==> src/rtl/video_timing_pkg.sv <==
// Shared types and helpers for the parametrised raster timing generator.
// Default geometry is the classic 256x256 raster in a 320x288 frame.
package video_timing_pkg;

  typedef enum logic [1:0] {
    PAT_PASS  = 2'd0,
    PAT_BARS  = 2'd1,
    PAT_GRID  = 2'd2,
    PAT_SOLID = 2'd3
  } pattern_t;

  localparam int unsigned DEF_H_DISPLAY = 256;
  localparam int unsigned DEF_H_FP      = 8;
  localparam int unsigned DEF_H_PULSE   = 40;
  localparam int unsigned DEF_H_BP      = 16;
  localparam int unsigned DEF_V_DISPLAY = 256;
  localparam int unsigned DEF_V_FP      = 8;
  localparam int unsigned DEF_V_PULSE   = 8;
  localparam int unsigned DEF_V_BP      = 16;

  // Stage-0 timing bundle carried through the delay line alongside the core latency.
  typedef struct packed {
    logic       hsync;
    logic       vsync;
    logic       hblank;
    logic       vblank;
    logic       de;
    logic       border;
    logic [2:0] bar;
    logic [3:0] x_lo;
    logic [3:0] y_lo;
    logic       line_start;
    logic       frame_start;
  } timing_t;

  // Replicate a bits-wide colour MSB-first across 8 bits (4 bits -> {c,c}).
  function automatic logic [7:0] expand_color(input logic [7:0] value, input int unsigned bits);
    logic [7:0]  res;
    logic [2:0]  src;
    int unsigned n;
    n   = (bits == 0) ? 1 : ((bits > 8) ? 8 : bits);
    res = '0;
    for (int i = 0; i < 8; i++) begin
      src           = 3'(n - 1 - (i % n));
      res[3'(7 - i)] = value[src];
    end
    return res;
  endfunction

endpackage

==> src/rtl/video_timing_gen_if.sv <==
// Pixel request/response and video output bundle between core, generator and mixer.
interface video_timing_gen_if #(
  parameter int unsigned CW         = 12,
  parameter int unsigned COLOR_BITS = 4
);

  logic [CW-1:0]         x;
  logic [CW-1:0]         y;
  logic                  req;
  logic [COLOR_BITS-1:0] r_in;
  logic [COLOR_BITS-1:0] g_in;
  logic [COLOR_BITS-1:0] b_in;
  logic                  hsync;
  logic                  vsync;
  logic                  hblank;
  logic                  vblank;
  logic                  de;
  logic [7:0]            r;
  logic [7:0]            g;
  logic [7:0]            b;
  logic                  line_start;
  logic                  frame_start;

  modport master (
    output x, y, req,
    input  r_in, g_in, b_in,
    output hsync, vsync, hblank, vblank, de, r, g, b, line_start, frame_start
  );

  modport slave (
    input  x, y, req,
    output r_in, g_in, b_in,
    input  hsync, vsync, hblank, vblank, de, r, g, b, line_start, frame_start
  );

endinterface

==> src/rtl/video_delay_line.sv <==
// Clock-enabled shift register of depth D with synchronous reset to RESET_VAL.
// D = 0 degenerates to a plain wire.
module video_delay_line #(
  parameter int unsigned  W         = 1,
  parameter int unsigned  D         = 1,
  parameter logic [W-1:0] RESET_VAL = '0
) (
  input  logic         clk_i,
  input  logic         rst_i,
  input  logic         ce_i,
  input  logic [W-1:0] d_i,
  output logic [W-1:0] q_o
);

  if (D == 0) begin : g_wire
    logic unused_ctrl;
    assign unused_ctrl = ^{clk_i, rst_i, ce_i};
    assign q_o = d_i;
  end else begin : g_shift
    logic [W-1:0] stage_q [D];

    always_ff @(posedge clk_i) begin
      if (rst_i) begin
        for (int i = 0; i < D; i++) begin
          stage_q[i] <= RESET_VAL;
        end
      end else if (ce_i) begin
        stage_q[0] <= d_i;
        for (int i = 1; i < D; i++) begin
          stage_q[i] <= stage_q[i-1];
        end
      end
    end

    assign q_o = stage_q[D-1];
  end

endmodule

==> src/rtl/video_timing_gen.sv <==
// Raster timing generator: issues pixel coordinates to the core, delays timing to match
// the core fetch latency, then expands colour and applies border / test-pattern overlay.
module video_timing_gen
  import video_timing_pkg::*;
#(
  parameter int unsigned H_DISPLAY  = DEF_H_DISPLAY,
  parameter int unsigned H_FP       = DEF_H_FP,
  parameter int unsigned H_PULSE    = DEF_H_PULSE,
  parameter int unsigned H_BP       = DEF_H_BP,
  parameter int unsigned V_DISPLAY  = DEF_V_DISPLAY,
  parameter int unsigned V_FP       = DEF_V_FP,
  parameter int unsigned V_PULSE    = DEF_V_PULSE,
  parameter int unsigned V_BP       = DEF_V_BP,
  parameter int unsigned CW         = 12,
  parameter bit          HS_POL     = 1'b0,
  parameter bit          VS_POL     = 1'b0,
  parameter int unsigned PIPE       = 2,
  parameter int unsigned COLOR_BITS = 4
) (
  input  logic                clk,
  input  logic                reset,
  input  logic                ce_pix,
  input  logic [1:0]          pattern,
  input  logic                border_en,
  video_timing_gen_if.master  vid
);

  localparam int unsigned H_TOTAL = H_PULSE + H_BP + H_DISPLAY + H_FP;
  localparam int unsigned V_TOTAL = V_PULSE + V_BP + V_DISPLAY + V_FP;
  localparam int unsigned XB      = $clog2(H_DISPLAY);

  localparam logic [CW-1:0] HLast     = CW'(H_TOTAL - 1);
  localparam logic [CW-1:0] VLast     = CW'(V_TOTAL - 1);
  localparam logic [CW-1:0] HActStart = CW'(H_PULSE + H_BP);
  localparam logic [CW-1:0] HActEnd   = CW'(H_PULSE + H_BP + H_DISPLAY);
  localparam logic [CW-1:0] VActStart = CW'(V_PULSE + V_BP);
  localparam logic [CW-1:0] VActEnd   = CW'(V_PULSE + V_BP + V_DISPLAY);
  localparam logic [CW-1:0] HSyncEnd  = CW'(H_PULSE);
  localparam logic [CW-1:0] VSyncEnd  = CW'(V_PULSE);
  localparam logic [CW-1:0] XLast     = CW'(H_DISPLAY - 1);
  localparam logic [CW-1:0] YLast     = CW'(V_DISPLAY - 1);

  localparam timing_t TimingIdle = '{
    hsync:       ~HS_POL,
    vsync:       ~VS_POL,
    hblank:      1'b1,
    vblank:      1'b1,
    de:          1'b0,
    border:      1'b0,
    bar:         3'd0,
    x_lo:        4'd0,
    y_lo:        4'd0,
    line_start:  1'b0,
    frame_start: 1'b0
  };

  logic [CW-1:0] h_cnt_q, h_cnt_d;
  logic [CW-1:0] v_cnt_q, v_cnt_d;

  always_comb begin
    h_cnt_d = h_cnt_q;
    v_cnt_d = v_cnt_q;
    if (ce_pix) begin
      if (h_cnt_q == HLast) begin
        h_cnt_d = '0;
        v_cnt_d = (v_cnt_q == VLast) ? '0 : v_cnt_q + 1'b1;
      end else begin
        h_cnt_d = h_cnt_q + 1'b1;
      end
    end
  end

  // Stage 0: decoded straight from the counter registers.
  logic          h_act, v_act, s0_de;
  logic [CW-1:0] x0, y0;
  timing_t       s0;

  always_comb begin
    h_act = (h_cnt_q >= HActStart) && (h_cnt_q < HActEnd);
    v_act = (v_cnt_q >= VActStart) && (v_cnt_q < VActEnd);
    s0_de = h_act && v_act;
    x0    = s0_de ? (h_cnt_q - HActStart) : '0;
    y0    = s0_de ? (v_cnt_q - VActStart) : '0;

    s0.hsync       = (h_cnt_q < HSyncEnd) ? HS_POL : ~HS_POL;
    s0.vsync       = (v_cnt_q < VSyncEnd) ? VS_POL : ~VS_POL;
    s0.hblank      = ~h_act;
    s0.vblank      = ~v_act;
    s0.de          = s0_de;
    s0.border      = s0_de && ((x0 == '0) || (x0 == XLast) || (y0 == '0) || (y0 == YLast));
    s0.bar         = x0[XB-1 -: 3];
    s0.x_lo        = x0[3:0];
    s0.y_lo        = y0[3:0];
    s0.line_start  = (h_cnt_q == '0);
    s0.frame_start = (h_cnt_q == '0) && (v_cnt_q == '0);
  end

  assign vid.x   = x0;
  assign vid.y   = y0;
  assign vid.req = s0_de;

  timing_t dly;

  video_delay_line #(
    .W         ($bits(timing_t)),
    .D         (PIPE),
    .RESET_VAL (TimingIdle)
  ) u_delay (
    .clk_i (clk),
    .rst_i (reset),
    .ce_i  (ce_pix),
    .d_i   (s0),
    .q_o   (dly)
  );

  pattern_t   pat_q, pat_d;
  logic       border_q, border_d;
  timing_t    out_q, out_d;
  logic [7:0] r_q, r_d, g_q, g_d, b_q, b_d;
  logic       white;

  always_comb begin
    pat_d    = pat_q;
    border_d = border_q;
    out_d    = out_q;
    r_d      = r_q;
    g_d      = g_q;
    b_d      = b_q;
    white    = (dly.x_lo == 4'd0) || (dly.y_lo == 4'd0);
    if (ce_pix) begin
      // Overlay controls only change at the top of a frame so a frame is never mixed.
      if (s0.frame_start) begin
        pat_d    = pattern_t'(pattern);
        border_d = border_en;
      end
      out_d = dly;
      if (!dly.de) begin
        r_d = 8'h00;
        g_d = 8'h00;
        b_d = 8'h00;
      end else if (border_q && dly.border) begin
        r_d = 8'hFF;
        g_d = 8'hFF;
        b_d = 8'hFF;
      end else begin
        case (pat_q)
          PAT_BARS: begin
            r_d = {8{dly.bar[0]}};
            g_d = {8{dly.bar[1]}};
            b_d = {8{dly.bar[2]}};
          end
          PAT_GRID: begin
            r_d = {8{white}};
            g_d = {8{white}};
            b_d = {8{white}};
          end
          PAT_SOLID: begin
            r_d = 8'h80;
            g_d = 8'h80;
            b_d = 8'h80;
          end
          default: begin
            r_d = expand_color(8'(vid.r_in), COLOR_BITS);
            g_d = expand_color(8'(vid.g_in), COLOR_BITS);
            b_d = expand_color(8'(vid.b_in), COLOR_BITS);
          end
        endcase
      end
    end
  end

  always_ff @(posedge clk) begin
    if (reset) begin
      h_cnt_q  <= '0;
      v_cnt_q  <= '0;
      pat_q    <= PAT_PASS;
      border_q <= 1'b0;
      out_q    <= TimingIdle;
      r_q      <= 8'h00;
      g_q      <= 8'h00;
      b_q      <= 8'h00;
    end else begin
      h_cnt_q  <= h_cnt_d;
      v_cnt_q  <= v_cnt_d;
      pat_q    <= pat_d;
      border_q <= border_d;
      out_q    <= out_d;
      r_q      <= r_d;
      g_q      <= g_d;
      b_q      <= b_d;
    end
  end

  assign vid.hsync       = out_q.hsync;
  assign vid.vsync       = out_q.vsync;
  assign vid.hblank      = out_q.hblank;
  assign vid.vblank      = out_q.vblank;
  assign vid.de          = out_q.de;
  assign vid.line_start  = out_q.line_start;
  assign vid.frame_start = out_q.frame_start;
  assign vid.r           = r_q;
  assign vid.g           = g_q;
  assign vid.b           = b_q;

endmodule

==> src/flat_wrapper.sv <==
// flat-port wrapper written by rule: the top's interface ports become plain ports
module video_timing_gen_flat import video_timing_pkg::*;
#(
  parameter int unsigned H_DISPLAY  = DEF_H_DISPLAY,
  parameter int unsigned H_FP       = DEF_H_FP,
  parameter int unsigned H_PULSE    = DEF_H_PULSE,
  parameter int unsigned H_BP       = DEF_H_BP,
  parameter int unsigned V_DISPLAY  = DEF_V_DISPLAY,
  parameter int unsigned V_FP       = DEF_V_FP,
  parameter int unsigned V_PULSE    = DEF_V_PULSE,
  parameter int unsigned V_BP       = DEF_V_BP,
  parameter int unsigned CW         = 12,
  parameter bit          HS_POL     = 1'b0,
  parameter bit          VS_POL     = 1'b0,
  parameter int unsigned PIPE       = 2,
  parameter int unsigned COLOR_BITS = 4
)
  (clk, reset, ce_pix, pattern, border_en, vid_x, vid_y, vid_req, vid_r_in, vid_g_in, vid_b_in, vid_hsync, vid_vsync, vid_hblank, vid_vblank, vid_de, vid_r, vid_g, vid_b, vid_line_start, vid_frame_start);
  video_timing_gen_if #(.CW(CW), .COLOR_BITS(COLOR_BITS)) vid_i ();
  input  logic clk;
  input  logic reset;
  input  logic ce_pix;
  input  logic [1:0] pattern;
  input  logic border_en;
  output wire logic [$bits(vid_i.x)-1:0] vid_x;
  output wire logic [$bits(vid_i.y)-1:0] vid_y;
  output wire logic [$bits(vid_i.req)-1:0] vid_req;
  input wire logic [$bits(vid_i.r_in)-1:0] vid_r_in;
  input wire logic [$bits(vid_i.g_in)-1:0] vid_g_in;
  input wire logic [$bits(vid_i.b_in)-1:0] vid_b_in;
  output wire logic [$bits(vid_i.hsync)-1:0] vid_hsync;
  output wire logic [$bits(vid_i.vsync)-1:0] vid_vsync;
  output wire logic [$bits(vid_i.hblank)-1:0] vid_hblank;
  output wire logic [$bits(vid_i.vblank)-1:0] vid_vblank;
  output wire logic [$bits(vid_i.de)-1:0] vid_de;
  output wire logic [$bits(vid_i.r)-1:0] vid_r;
  output wire logic [$bits(vid_i.g)-1:0] vid_g;
  output wire logic [$bits(vid_i.b)-1:0] vid_b;
  output wire logic [$bits(vid_i.line_start)-1:0] vid_line_start;
  output wire logic [$bits(vid_i.frame_start)-1:0] vid_frame_start;
  assign vid_x = vid_i.x;
  assign vid_y = vid_i.y;
  assign vid_req = vid_i.req;
  assign vid_i.r_in = vid_r_in;
  assign vid_i.g_in = vid_g_in;
  assign vid_i.b_in = vid_b_in;
  assign vid_hsync = vid_i.hsync;
  assign vid_vsync = vid_i.vsync;
  assign vid_hblank = vid_i.hblank;
  assign vid_vblank = vid_i.vblank;
  assign vid_de = vid_i.de;
  assign vid_r = vid_i.r;
  assign vid_g = vid_i.g;
  assign vid_b = vid_i.b;
  assign vid_line_start = vid_i.line_start;
  assign vid_frame_start = vid_i.frame_start;
  video_timing_gen #(.H_DISPLAY(H_DISPLAY), .H_FP(H_FP), .H_PULSE(H_PULSE), .H_BP(H_BP), .V_DISPLAY(V_DISPLAY), .V_FP(V_FP), .V_PULSE(V_PULSE), .V_BP(V_BP), .CW(CW), .HS_POL(HS_POL), .VS_POL(VS_POL), .PIPE(PIPE), .COLOR_BITS(COLOR_BITS)) u_core (.clk(clk), .reset(reset), .ce_pix(ce_pix), .pattern(pattern), .border_en(border_en), .vid(vid_i));
endmodule
==> config.mk <==
export PLATFORM = sky130hd
export DESIGN_NAME = video_timing_gen_flat
export DESIGN_NICKNAME = d
export VERILOG_FILES = /design/src/rtl/video_timing_pkg.sv /design/src/rtl/video_timing_gen_if.sv /design/src/rtl/video_delay_line.sv /design/src/rtl/video_timing_gen.sv /design/src/flat_wrapper.sv
export SDC_FILE = /design/constraint.sdc
export NUM_CORES = 1
export LEC_CHECK = 0
export ABC_AREA = 0
export CAP_MARGIN = 0
export CORE_UTILIZATION = 53
export CTS_CLUSTER_DIAMETER = 50
export CTS_CLUSTER_SIZE = 25
export DETAILED_ROUTE_END_ITERATION = 10
export HOLD_SLACK_MARGIN = 0.02
export PLACE_DENSITY_LB_ADDON = 0.3
export SLEW_MARGIN = 25
export SYNTH_ARGS = -nofsm -noshare
export SYNTH_HDL_FRONTEND = slang
export SYNTH_SLANG_ARGS = --single-unit
==> constraint.sdc <==
create_clock -name clk -period 2.7 [get_ports clk]
set_input_delay 0.675 -clock clk [delete_from_list [all_inputs] [get_ports clk]]
set_output_delay 0.675 -clock clk [all_outputs]
set_load 0.02 [all_outputs]
Word level (Yosys, flattened, before mapping)

Memories as Yosys holds them, arrays and structs flattened.
Cells that the tools add are included.

Register bits after elaboration: 58
RAM bits: 38
Input bits: 18
Output and inout bits: 56
Logic and storage cells: 76
Memories kept: 1

Memories:

| name                           | words | width | rd ports | clocked after Yosys merged registers in | write ports | line                   | text |
|---|---|---|---|---|---|---|---|
| u_core.u_delay.g_shift.stage_q | 2     | 19    | 2        | 0                                       | 2           | video_delay_line.sv:20 | `logic [W-1:0] stage_q [D];` |

Add/sub/neg operators: 4
$lt $le $gt $ge: 6
Equal/unequal tests: 7
Muxes and demuxes: 22
Bitwise logic cells: 4
Reductions and logical operators: 18

Operators with widths:

| operator                | number |
|---|---|
| $pmux W8 S3             | 3 |
| $logic_not A12 Y1       | 4 |
| $mux W12                | 4 |
| $mux W8                 | 6 |
| $mux W19                | 2 |
| $add A12 B1 Y12 const B | 2 |
| $eq A12 B8 Y1 const B   | 2 |
| $eq A12 B9 Y1 const B   | 2 |
| $lt A12 B9 Y1 const B   | 2 |
| $ge A12 B5 Y1 const B   | 1 |
| $ge A12 B6 Y1 const B   | 1 |
| $lt A12 B4 Y1 const B   | 1 |
| $lt A12 B6 Y1 const B   | 1 |
| $sub A12 B5 Y12 const B | 1 |
| $sub A12 B6 Y12 const B | 1 |
| $logic_not A4 Y1        | 2 |
| $mux W1                 | 7 |
| $logic_and A1 B1 Y1     | 6 |
| $eq A2 B2 Y1 const B    | 2 |
| $logic_or A1 B1 Y1      | 4 |
| $reduce_and A2 Y1       | 2 |
| $eq A2 B1 Y1 const B    | 1 |
| $not A1 Y1              | 2 |
| $or A1 B1 Y1            | 2 |

Depth between registers and ports, before layout

Gate-level depths: netlist of the first run.

Depth in word-level cells: 10
Mapped depth: 8
Mapped depth without buffers: 6

Cells and area by module

From an unflattened synthesis of the first run, not the netlist that was laid out.

Cell total of the unflattened synthesis: 480
Area, all modules: 4728.3 um^2

Modules (own cells, without submodules):

| module           | instances | cells an instance | area each (um^2) | seq. area each (um^2) |
|---|---|---|---|---|
| video_timing_gen | 1         | 376               | 3059.2           | 1041.0 |
| video_delay_line | 1         | 104               | 1669.1           | 1141.1 |

Worst setup path before layout of the first run

OpenSTA, ideal clock, no wires.

Path type: register to output
Start: register u_core.v_cnt_q[3]
End: output vid_x[9]
Arrival: 1953 ps
Required time: 2025 ps
Slack: 72 ps
Cell stages (with the launch flop): 6
Path buffers: 2
Cells stage by stage: dfxtp_1 > buf_6 > a2111o_1 > a2111o_1 > buf_4 > nor3_1

Word-level cells in the longest chain between the ends: 4
Elaborated cells on any way between the ends: 5

Ends and longest elaborated chain:

| item                                                  | line                    | text |
|---|---|---|
| start, declared                                       | video_timing_gen.sv:58  | `logic [CW-1:0] v_cnt_q, v_cnt_d;` |
| start signal, assigned                                | video_timing_gen.sv:184 | `v_cnt_q <= v_cnt_d;` |
| $ge A12 B5 Y1 / $lt A12 B9 Y1 (equally long branches) | video_timing_gen.sv:80  | `v_act = (v_cnt_q >= VActStart) && (v_cnt_q < VActEnd);` |
| $logic_and A1 B1 Y1 *                                 | video_timing_gen.sv:80  |  |
| $logic_and A1 B1 Y1 *                                 | video_timing_gen.sv:81  | `s0_de = h_act && v_act;` |
| $mux W12 *                                            | video_timing_gen.sv:82  | `x0 = s0_de ? (h_cnt_q - HActStart) : '0;` |
| end, declared                                         | flat_wrapper.sv:25      | `output wire logic [$bits(vid_i.x)-1:0] vid_x;` |

Every way passes the cells marked *; elsewhere a longest branch is shown, timed or not.

Worst setup path after layout of the first run

Start: register u_core.v_cnt_q[3]
End: output vid_y[11]

Word-level cells in the longest chain between the ends: 4
Elaborated cells on any way between the ends: 6

Ends and longest elaborated chain:

| item                                                  | line                   | text |
|---|---|---|
| $ge A12 B5 Y1 / $lt A12 B9 Y1 (equally long branches) | video_timing_gen.sv:80 |  |
| $logic_and A1 B1 Y1                                   | video_timing_gen.sv:80 |  |
| $logic_and A1 B1 Y1                                   | video_timing_gen.sv:81 |  |
| $mux W12 *                                            | video_timing_gen.sv:83 | `y0 = s0_de ? (v_cnt_q - VActStart) : '0;` |
| end, declared                                         | flat_wrapper.sv:26     | `output wire logic [$bits(vid_i.y)-1:0] vid_y;` |

Marked as above.

==> results of run 1 <==
## through the flow
step / cells / worst slack [ns]
final: 651 / -0.162
after global routing: 651 / -0.220
after CTS: 649 / -0.128
after detailed placement: 626 / -0.212
after global placement: 626 / -0.184
after floorplan: 437 / 0.0715
## registers in the layout (all words and copies together) (netlist names)
register / cells
u_core.vid.vsync: 1
u_core.v_cnt_q: 12
u_core.h_cnt_q: 12
u_core.vid.g: 6
u_core.border_q: 1
u_core.vid.de: 1
u_core.vid.line_start: 1
u_core.vid.r: 6
u_core.vid.frame_start: 1
u_core.vid.b: 6
u_core.u_delay.g_shift.stage_q: 38
u_core.vid.hblank: 1
u_core.vid.hsync: 1
u_core.pat_q: 2
u_core.vid.vblank: 1
## routing by layer
layer	GRT usage, %	part of all wire, %	vias up
li1	-	-	1745
met2	42.4	51	124
met4	10.4	1.8	0
met1	30.2	41	1718
met5	0	0	-
met3	4.05	6.0	20
## power groups by stage
| stage | sequential [mW] | clock (mW) | combinational (mW) |
|---|---|---|---|
| after floorplan | 1.53 | 0 | 0.0932 |
| after global placement | 1.52 | 0 | 0.191 |
| after detailed placement | 1.52 | 0 | 0.196 |
| after CTS | 1.49 | 0.975 | 0.199 |
| after global routing | 1.49 | 1.03 | 0.217 |
| final | 1.49 | 0.972 | 0.199 |
## worst max-delay path by stage
stage          cells after the start   endpoint         startpoint  slack, ns
6_report                           6  vid_y[11]  u_core.v_cnt_q[3]      -0.16
5_1_grt                            6  vid_y[10]  u_core.v_cnt_q[3]      -0.22
4_1_cts                            5   vid_x[8]  u_core.v_cnt_q[3]      -0.13
3_5_place_dp                       4  vid_x[10]  u_core.v_cnt_q[4]      -0.21
3_3_place_gp                       4  vid_x[10]  u_core.v_cnt_q[4]      -0.18
2_1_floorplan                      5   vid_x[9]  u_core.v_cnt_q[3]       0.07
## layout make-up
type / instances / share of cell area (%)
well taps: 105 / 2.24
clock inverters: 6 / 1.19
multi-input cells: 291 / 35.3
flip-flops and latches: 90 / 37.3
inverters: 10 / 0.683
repair buffers: 139 / 21.0
clock buffers: 10 / 2.35
## critical path: cells and delay by family, from the launching register on
kind	cells	cell delay [ns]
compound gates	2	0.88
simple gates	1	0.14
buf+inv	3	0.46
flops	1	0.33
## what timing repair did
action	in CTS	in global routing
pin swaps	16	7
gates cloned	1	0
endpoints found under the setup margin	25	25
endpoints found under the hold margin	0	0
gates resized for setup	158	25
setup buffers	6	2
## logic make-up after synthesis
logic type | synth area share [%]
buffers and inverters | 8.46
flip-flops | 48.9
XOR/XNOR | 4.90
AO/OA/AOI/OAI | 11.2
AND/OR/NAND/NOR | 22.9
adder cells (fa/ha/maj) | 1.68
multiplexers | 2.02
## synth_stat cells (9+ instances only)
cell / count
nor2_1: 59
dfxtp_1: 52
edfxtp_1: 38
buf_4: 21
and2_1: 20
nand2_1: 18
a21oi_1: 17
nor3_1: 16
nand3_1: 14
xor2_1: 13
xnor2_1: 12
a221o_1: 11
buf_2: 9
inv_1: 9
mux2i_1: 9
## cells in the final DEF, fill, tap and decap left out, drive strengths merged, types with 2 or more instances in the layout
master,count
or3,4
nor2,59
inv,13
clkdlybuf4s50,48
and2,22
a211oi,5
mux2i,9
a21oi,17
nand3b,2
nor3,17
xnor2,12
nor4,10
dfxtp,52
xor2,13
nor2b,7
and3,5
clkbuf,10
or2,3
nor3b,2
buf,91
a41oi,3
o21ai,6
nand2,18
ha,6
and4,3
nand4,7
a221o,11
a2111o,3
edfxtp,38
nand3,15
a21o,8
a211o,4
nand2b,7
==> flow_summary.ini, run 1 <==
[die]
die_w_um = 93.8
initial_core_util_pct = 54.6
io_pins = 74
die_h_um = 93.8
num_rows = 33
die_area_sq_mm = 0.00879
core_sq_mm = 0.00818

[job]
maxCapViolCount = 0

[synth]
yosys.area.top_type_share_pct = 25.6
synth_area_sq_mm = 0.00446
synth_area_leaders = edfxtp_1 26%, dfxtp_1 23%, nor2_1 5.0%
synthFlopType = dfxtp_1
ys_types = 59
synth_area_leader_cell = edfxtp_1
synth.net_count = 461
synth_area_per_cell_sq_um = 10.2
synth_warnings = 0
yosysSeqAreaShare_pct = 48.9
synthCells = 437
yosys_register_bits = 90
synthArstFlopShare_pct = 0
synth-edff-count = 38

[worst_setup_path]
cp-start-kind = flop
cp.arrival_ns = 2.19
critPathKind = flop to output pin
rrSetupSlack_ns = 0.52
crit_fanout = 4
worst_r2r_endpoint = u_core.pat_q[1]
critPathSlowestCell = a2111o_1
rr_startpoint = u_core.v_cnt_q[5]
worstPathRequired_ns = 2.03
worstRegToRegCells = 7
end_kind = output pin
crit_path_cell_trace = a2111o_1, buf_6, a2111o_1, buf_6, nor3_2, buf_4
cp_slowest_stage_delay_ns = 0.44

[sta]
fin_crit_ns = 2.86
fmax_mhz = 349
tns_ns = -2.43
setup_ws_ns = -0.162
post-route-period-util_pct = 106
tightest_slew_ns = 0.640
slew_viol_final = 0
rsz0062_at_grt = true
slew_headroom_pct = 57.1
fin_skew_ns = 0.0124
hold_viol = 0
whs_ns = 0.462
setup_viol = 25

[cells_and_area]
fin_nets = 565
fin_area_sq_mm = 0.00587
multiInputGateArea_sq_mm = 0.00207
diodes = 0
drive_gt1_share_pct = 27.8
syn2layout_area_growth_pct = 31.4
fillCellCount = 623
final_core_util_pct = 71.7
area.sequential_sq_mm = 0.00219

[power]
clockPowerShare_pct = 36.5
power_density_mw_per_mm2 = 453
seqPwrFrac_pct = 56.0
p_leak_nw = 2.34
finalPower_mw = 2.66
switching_share_pct = 23.9
ir_drop_mv = 0.310
p_int_mw = 2.02
combPwrFrac_pct = 7.5
power.net_switching_mw = 0.636

[cts]
cts.sinks = 90
cts-hold-fix-buffers = 0
numCtsBuffers = 9
clock_latency_ns = 0.37
cts_tree = yes
clk_pin_slew_ns = 0.10
cts_max_path_buffers = 2
h-tree-depth = 3
clockRootBuffer = clkbuf_8

[drt]
drt_wl_total_mm = 10.6
route.detailed.drc = 0
wl_per_cell_um = 16.3
dr.pass1.iters = 4
drt_iter0_markers = 147
via_per_inst = 5.54
ant_nets = 0
via_count = 3607

[place]
placed_area_sq_mm = 0.00543
io_buffer_count = 73
place_hpwl_mm = 7.23
place_congestion = 0.899

[grt]
grt_start_max_net_pins = 39
grt_pass1_wl_mm = 16.6
grt_use_total_pct = 24.6
grt-ovfl-total = 0
antenna_found_initial = 0
grt_pass1_vias = 3465

[outcome]
violations = negative setup slack
status = finished, violations left

[min_path]
whs_path_depth = 1
hold_path_class = flop to flop
min_to = u_core.vid.b[7]
hp-start = u_core.vid.b[7]
No activity file was read; power rests on OpenSTA's default activity.
==> run 2, diff against run 1 <==
Settings changed: CORE_UTILIZATION 53 to 55, CTS_BUF_LIST from default to sky130_fd_sc_hd__clkbuf_8, CTS_CLUSTER_SIZE 25 to default.
==> run 2 against run 1 <==
Against the previous run:
- clock-buffer cell count is the same
- the run still ends with negative setup slack left
- fmax grew 0.28%
- highest routed layer unchanged
- utilization grew 4.2 points
- routed wire length grew 0.41%
- worst setup slack gained 0.0081 ns
- power grew 3.4%
- register-to-register slack lost 0.14 ns
==> flow_summary.ini, run 2 (same netlist as run 1, synthesis figures left out) <==
[sta]
whs_ns = 0.458
fmax_mhz = 350
setup_ws_ns = -0.154
setup_viol = 25
tightest_slew_ns = 0.669
slew_viol_final = 0
tns_ns = -2.50
post-route-period-util_pct = 106
fin_skew_ns = 0.0114
slew_headroom_pct = 55.2
fin_crit_ns = 2.85
rsz0062_at_grt = true
hold_viol = 0

[die]
die_w_um = 92.1
core_sq_mm = 0.00781
die_area_sq_mm = 0.00848
die_h_um = 92.1
num_rows = 32
initial_core_util_pct = 57.2
io_pins = 74

[worst_setup_path]
rr_startpoint = u_core.v_cnt_q[5]
crit_fanout = 4
cp-start-kind = flop
end_kind = output pin
worstPathRequired_ns = 2.03
cp.arrival_ns = 2.18
critPathKind = flop to output pin
rrSetupSlack_ns = 0.38
crit_path_start = u_core.v_cnt_q[5]

[cts]
clockRootBuffer = clkbuf_8
cts-hold-fix-buffers = 0
cts.sinks = 90
clk_pin_slew_ns = 0.10
h-tree-depth = 3
numCtsBuffers = 9
cts_max_path_buffers = 2
cts_tree = yes
clock_latency_ns = 0.36

[job]
maxCapViolCount = 0

[place]
io_buffer_count = 73
place_congestion = 0.892
placed_cells = 621
place_hpwl_mm = 7.15

[min_path]
hp-start = u_core.u_delay.g_shift.stage_q[0][35]
hold_path_class = flop to flop

[cells_and_area]
fillCellCount = 530
largest_reg_flops = 38
syn2layout_area_growth_pct = 32.9
final_common_cell = buf_4
final_cell_mix = 69 x buf_4, 48 x clkdlybuf4s50_1, 48 x dfxtp_1
instances_no_fill = 647
diodes = 0
fin_nets = 564
largestRegisters = u_core.u_delay.g_shift.stage_q x38, u_core.h_cnt_q x12, u_core.v_cnt_q x12
drive_gt1_share_pct = 29.2
top_register = u_core.u_delay.g_shift.stage_q

[grt]
grt_pass1_wl_mm = 17.6
antenna_found_initial = 0
grt-ovfl-total = 0
grt_pass1_vias = 3653
grt_use_total_pct = 26.5
grt_start_max_net_pins = 39

[drt]
dr.pass1.iters = 4
via_per_inst = 5.68
ant_nets = 0
drt_iter0_markers = 202
via_count = 3677
wl_per_cell_um = 16.5
drt_wl_total_mm = 10.7
route.detailed.drc = 0

[outcome]
status = finished, violations left
violations = negative setup slack

[power]
p_leak_nw = 2.37
power_density_mw_per_mm2 = 464
finalPower_mw = 2.75
ir_drop_mv = 0.245
run 2: cell types whose count changed in the layout (fill, tap and decap cells not counted), moves of 2 or more:
cell / delta
buf_2: -3
nor3_2: +2
buf_4: +2
nor2_1: -3
nor3_1: -3
nor2_4: +2
run 2: report_power, final:
part / leakage, nW / switching [mW] / internal (mW)
sequential: 0.822 / 0.0219 / 1.47
clock: 0.115 / 0.503 / 0.557
combinational: 1.43 / 0.105 / 0.0968
total: 2.37 / 0.630 / 2.12
run 2: final timing paths:
check / to / depth (start not counted)
setup / recovery: vid_x[8] / 4
setup reg to reg: u_core.u_delay.g_shift.stage_q[0][10] / 10
hold reg to reg: u_core.vid.hblank / 1
hold / removal: u_core.vid.hblank / 1
run 2: layer usage:
metal	routed length, um	GRT usage [%]
met1	4360	31.8
met2	5380	46.1
met3	590	5.14
met4	337	11.6
met5	0	0
run 2: layout make-up:
| class | count | area (sq um) | area share [%] |
|---|---|---|---|
| clock buffers | 10 | 138 | 2.32 |
| clock inverters | 6 | 93.8 | 1.58 |
| inverters | 10 | 37.5 | 0.633 |
| multi-input cells | 291 | 2110 | 35.6 |
| flip-flops and latches | 90 | 2190 | 36.9 |
| well taps | 102 | 128 | 2.15 |
| repair buffers | 138 | 1230 | 20.8 |
run 2: worst max-delay path, stage by stage (launching register included):
cell and delay [ns]:
dfxtp_1 0.34, a2111o_1 0.45, a2111o_2 0.54, nor4_2 0.28, buf_2 0.20
run 2: what timing repair did:
| action | in CTS | in global routing |
|---|---|---|
| setup endpoints to repair | 25 | 25 |
| pin swaps | 17 | 10 |
| resized for setup | 171 | 26 |
| cloned | 1 | 0 |
| setup buffers | 2 | 7 |
run 2: stage by stage:
step	setup WS, ns	util (%)	area [sq um]
4_1_cts	-0.133	73.9	5770
3_3_place_gp	-0.204	69.4	5420
3_5_place_dp	-0.213	69.4	5420
5_1_grt	-0.224	76.0	5930
6_report	-0.154	76.0	5930
2_1_floorplan	0.0715	-	4460
==> run 3, diff against run 2 <==
Settings changed: CAP_MARGIN 0 to 20, CORE_MARGIN from default to 8.
==> run 3 against run 2 <==
Against the previous run:
- clock-buffer cell count fell by 1
- worst setup slack improved by 0.0049 ns
- register-to-register slack improved by 0.15 ns
- critical path depth rose by 4
- critical path type unchanged
- combinational power barely moved
- the run still ends with negative setup slack left
- cell count rose by 0.77%
- fmax rose by 0.17%
- clock power fell by 8%
- first-iteration DRC count rose by 9.9%
- utilization fell by 4.6 points
- sequential share of layout area rose by 1.1 points
==> flow_summary.ini, run 3 (same netlist as run 1, synthesis figures left out) <==
[sta]
fin_skew_ns = 0.0138
whs_ns = 0.452
setup_viol = 24
fmax_mhz = 351
tightest_slew_ns = 0.760
hold_viol = 0
rsz0062_at_grt = true
slew_viol_final = 0
post-route-period-util_pct = 106
slew_headroom_pct = 49.1
fin_crit_ns = 2.85
setup_ws_ns = -0.149

[cts]
numCtsBuffers = 9
cts-hold-fix-buffers = 0
clk_pin_slew_ns = 0.10
clock_latency_ns = 0.37
cts_max_path_buffers = 2
clockRootBuffer = clkbuf_8
cts.sinks = 90
cts_tree = yes
h-tree-depth = 3

[power]
ir_drop_mv = 0.296
combPwrFrac_pct = 7.5
finalPower_mw = 2.66
switching_share_pct = 24.6
p_int_mw = 2.01
power_density_mw_per_mm2 = 463
power.net_switching_mw = 0.654
seqPwrFrac_pct = 55.9
p_leak_nw = 2.34
clockPowerShare_pct = 36.6

[drt]
drt_iter0_markers = 222
route.detailed.drc = 0
via_count = 3577
via_per_inst = 5.49
ant_nets = 0
dr.pass1.iters = 4
wl_per_cell_um = 16.6
drt_wl_total_mm = 10.8

[grt]
grt-ovfl-total = 0
grt_start_max_net_pins = 25
grt_use_total_pct = 19.5
grt_pass1_wl_mm = 17.7
antenna_found_initial = 0
grt_pass1_vias = 3599

[cells_and_area]
largest_reg_flops = 38
fillCellCount = 604
final_core_util_pct = 71.4
fin_area_sq_mm = 0.00575
syn2layout_area_growth_pct = 28.7
top_register = u_core.u_delay.g_shift.stage_q
final_cell_mix = 80 x buf_4, 58 x nor2_1, 50 x dfxtp_1
final_common_cell = buf_4
drive_gt1_share_pct = 26.7
diodes = 0
largestRegisters = u_core.u_delay.g_shift.stage_q x38, u_core.h_cnt_q x12, u_core.v_cnt_q x12
fin_nets = 566

[place]
io_buffer_count = 73
placed_area_sq_mm = 0.00544
pre_cts_ws_ns = -0.251
place_hpwl_mm = 7.85
place_congestion = 0.901

[worst_setup_path]
worstPathRequired_ns = 2.03
end_kind = output pin
critPathSlowestCell = a2111o_1
critPathKind = flop to output pin
crit_buf_inv = 3
crit_path_cell_trace = a2111o_1, buf_6, a211oi_4, a211oi_2, nand3_2, inv_2, and2_1, buf_4
crit_fanout = 5
cp-start-kind = flop
cp_slowest_stage_delay_ns = 0.49
crit_family = compound AO/OA/AOI/OAI gates
cp.arrival_ns = 2.17

[job]
maxCapViolCount = 0

[die]
core_sq_mm = 0.00805
io_pins = 74
initial_core_util_pct = 55.4
die_area_sq_mm = 0.0113
die_h_um = 106
die_w_um = 106
num_rows = 33

[outcome]
violations = negative setup slack
status = finished, violations left

[min_path]
hold_path_class = flop to flop
[run 3: cell types whose count changed in the layout (fill, tap and decap cells not counted), moves of 2 or more]
cell and change:
buf_2 +6, dfxtp_2 -2, nor3_2 -2, nor3_1 +2, buf_4 +11, buf_6 -13, dfxtp_1 +2, nor2_4 -9
nor2_2 -2, nor2_1 +11
[run 3: through the flow]
| stage | std cells | setup TNS [ns] |
|---|---|---|
| finish | 652 | -2.73 |
| detailed placement | 628 | -4.07 |
| CTS | 649 | -2.30 |
| global placement | 628 | -4.48 |
| global route | 652 | -4.26 |
| floorplan | 437 | 0 |
[run 3: cell type report]
cell class / count / area [sq um] / share of cell area (%)
Inverter: 10 / 37.5 / 0.653
Clock buffer: 9 / 124 / 2.16
Timing Repair Buffer: 140 / 1170 / 20.3
Clock inverter: 7 / 80.1 / 1.39
Sequential cell: 90 / 2180 / 38.0
Tap cell: 105 / 131 / 2.29
Multi-Input combinational cell: 291 / 2020 / 35.2
[run 3: path summary, 6_finish.rpt]
kind	startpoint	to	slack, ns	cells after the start
worst max-delay path	u_core.v_cnt_q[4]	vid_x[4]	-0.15	8
worst min-delay path	u_core.vid.de	u_core.vid.de	0.45	2
worst max register to register	u_core.v_cnt_q[4]	u_core.u_delay.g_shift.stage_q[0][11]	0.53	8
worst min register to register	u_core.vid.de	u_core.vid.de	0.45	2
[run 3: worst min-delay path, stage by stage, from the launching register on]
cell and delay (ns):
dfxtp_1 0.32, nand2_1 0.05, nand2_1 0.04
[run 3: repair_timing]
| action | CTS | global route |
|---|---|---|
| cloned | 1 | 0 |
| buffers inserted | 4 | 3 |
| pin swaps | 15 | 4 |
| endpoints found under the setup margin | 25 | 25 |
| endpoints found under the hold margin | 0 | 0 |
| gates resized for setup | 131 | 20 |
[run 3: metal layers]
metal | wire, um | vias up | global-route usage (%)
met5 | 0 | - | 0
met4 | 150 | 0 | 7.04
met3 | 684 | 14 | 5.51
met2 | 5430 | 109 | 33.1
met1 | 4570 | 1711 | 23.0
li1 | - | 1743 | -
[run 3: power by group through the flow]
stage	Sequential (mW)	Clock (mW)	Combinational [mW]
floorplan	1.53	0	0.0932
global placement	1.52	0	0.191
detailed placement	1.52	0	0.197
CTS	1.49	0.986	0.199
global route	1.49	1.03	0.217
finish	1.49	0.973	0.199
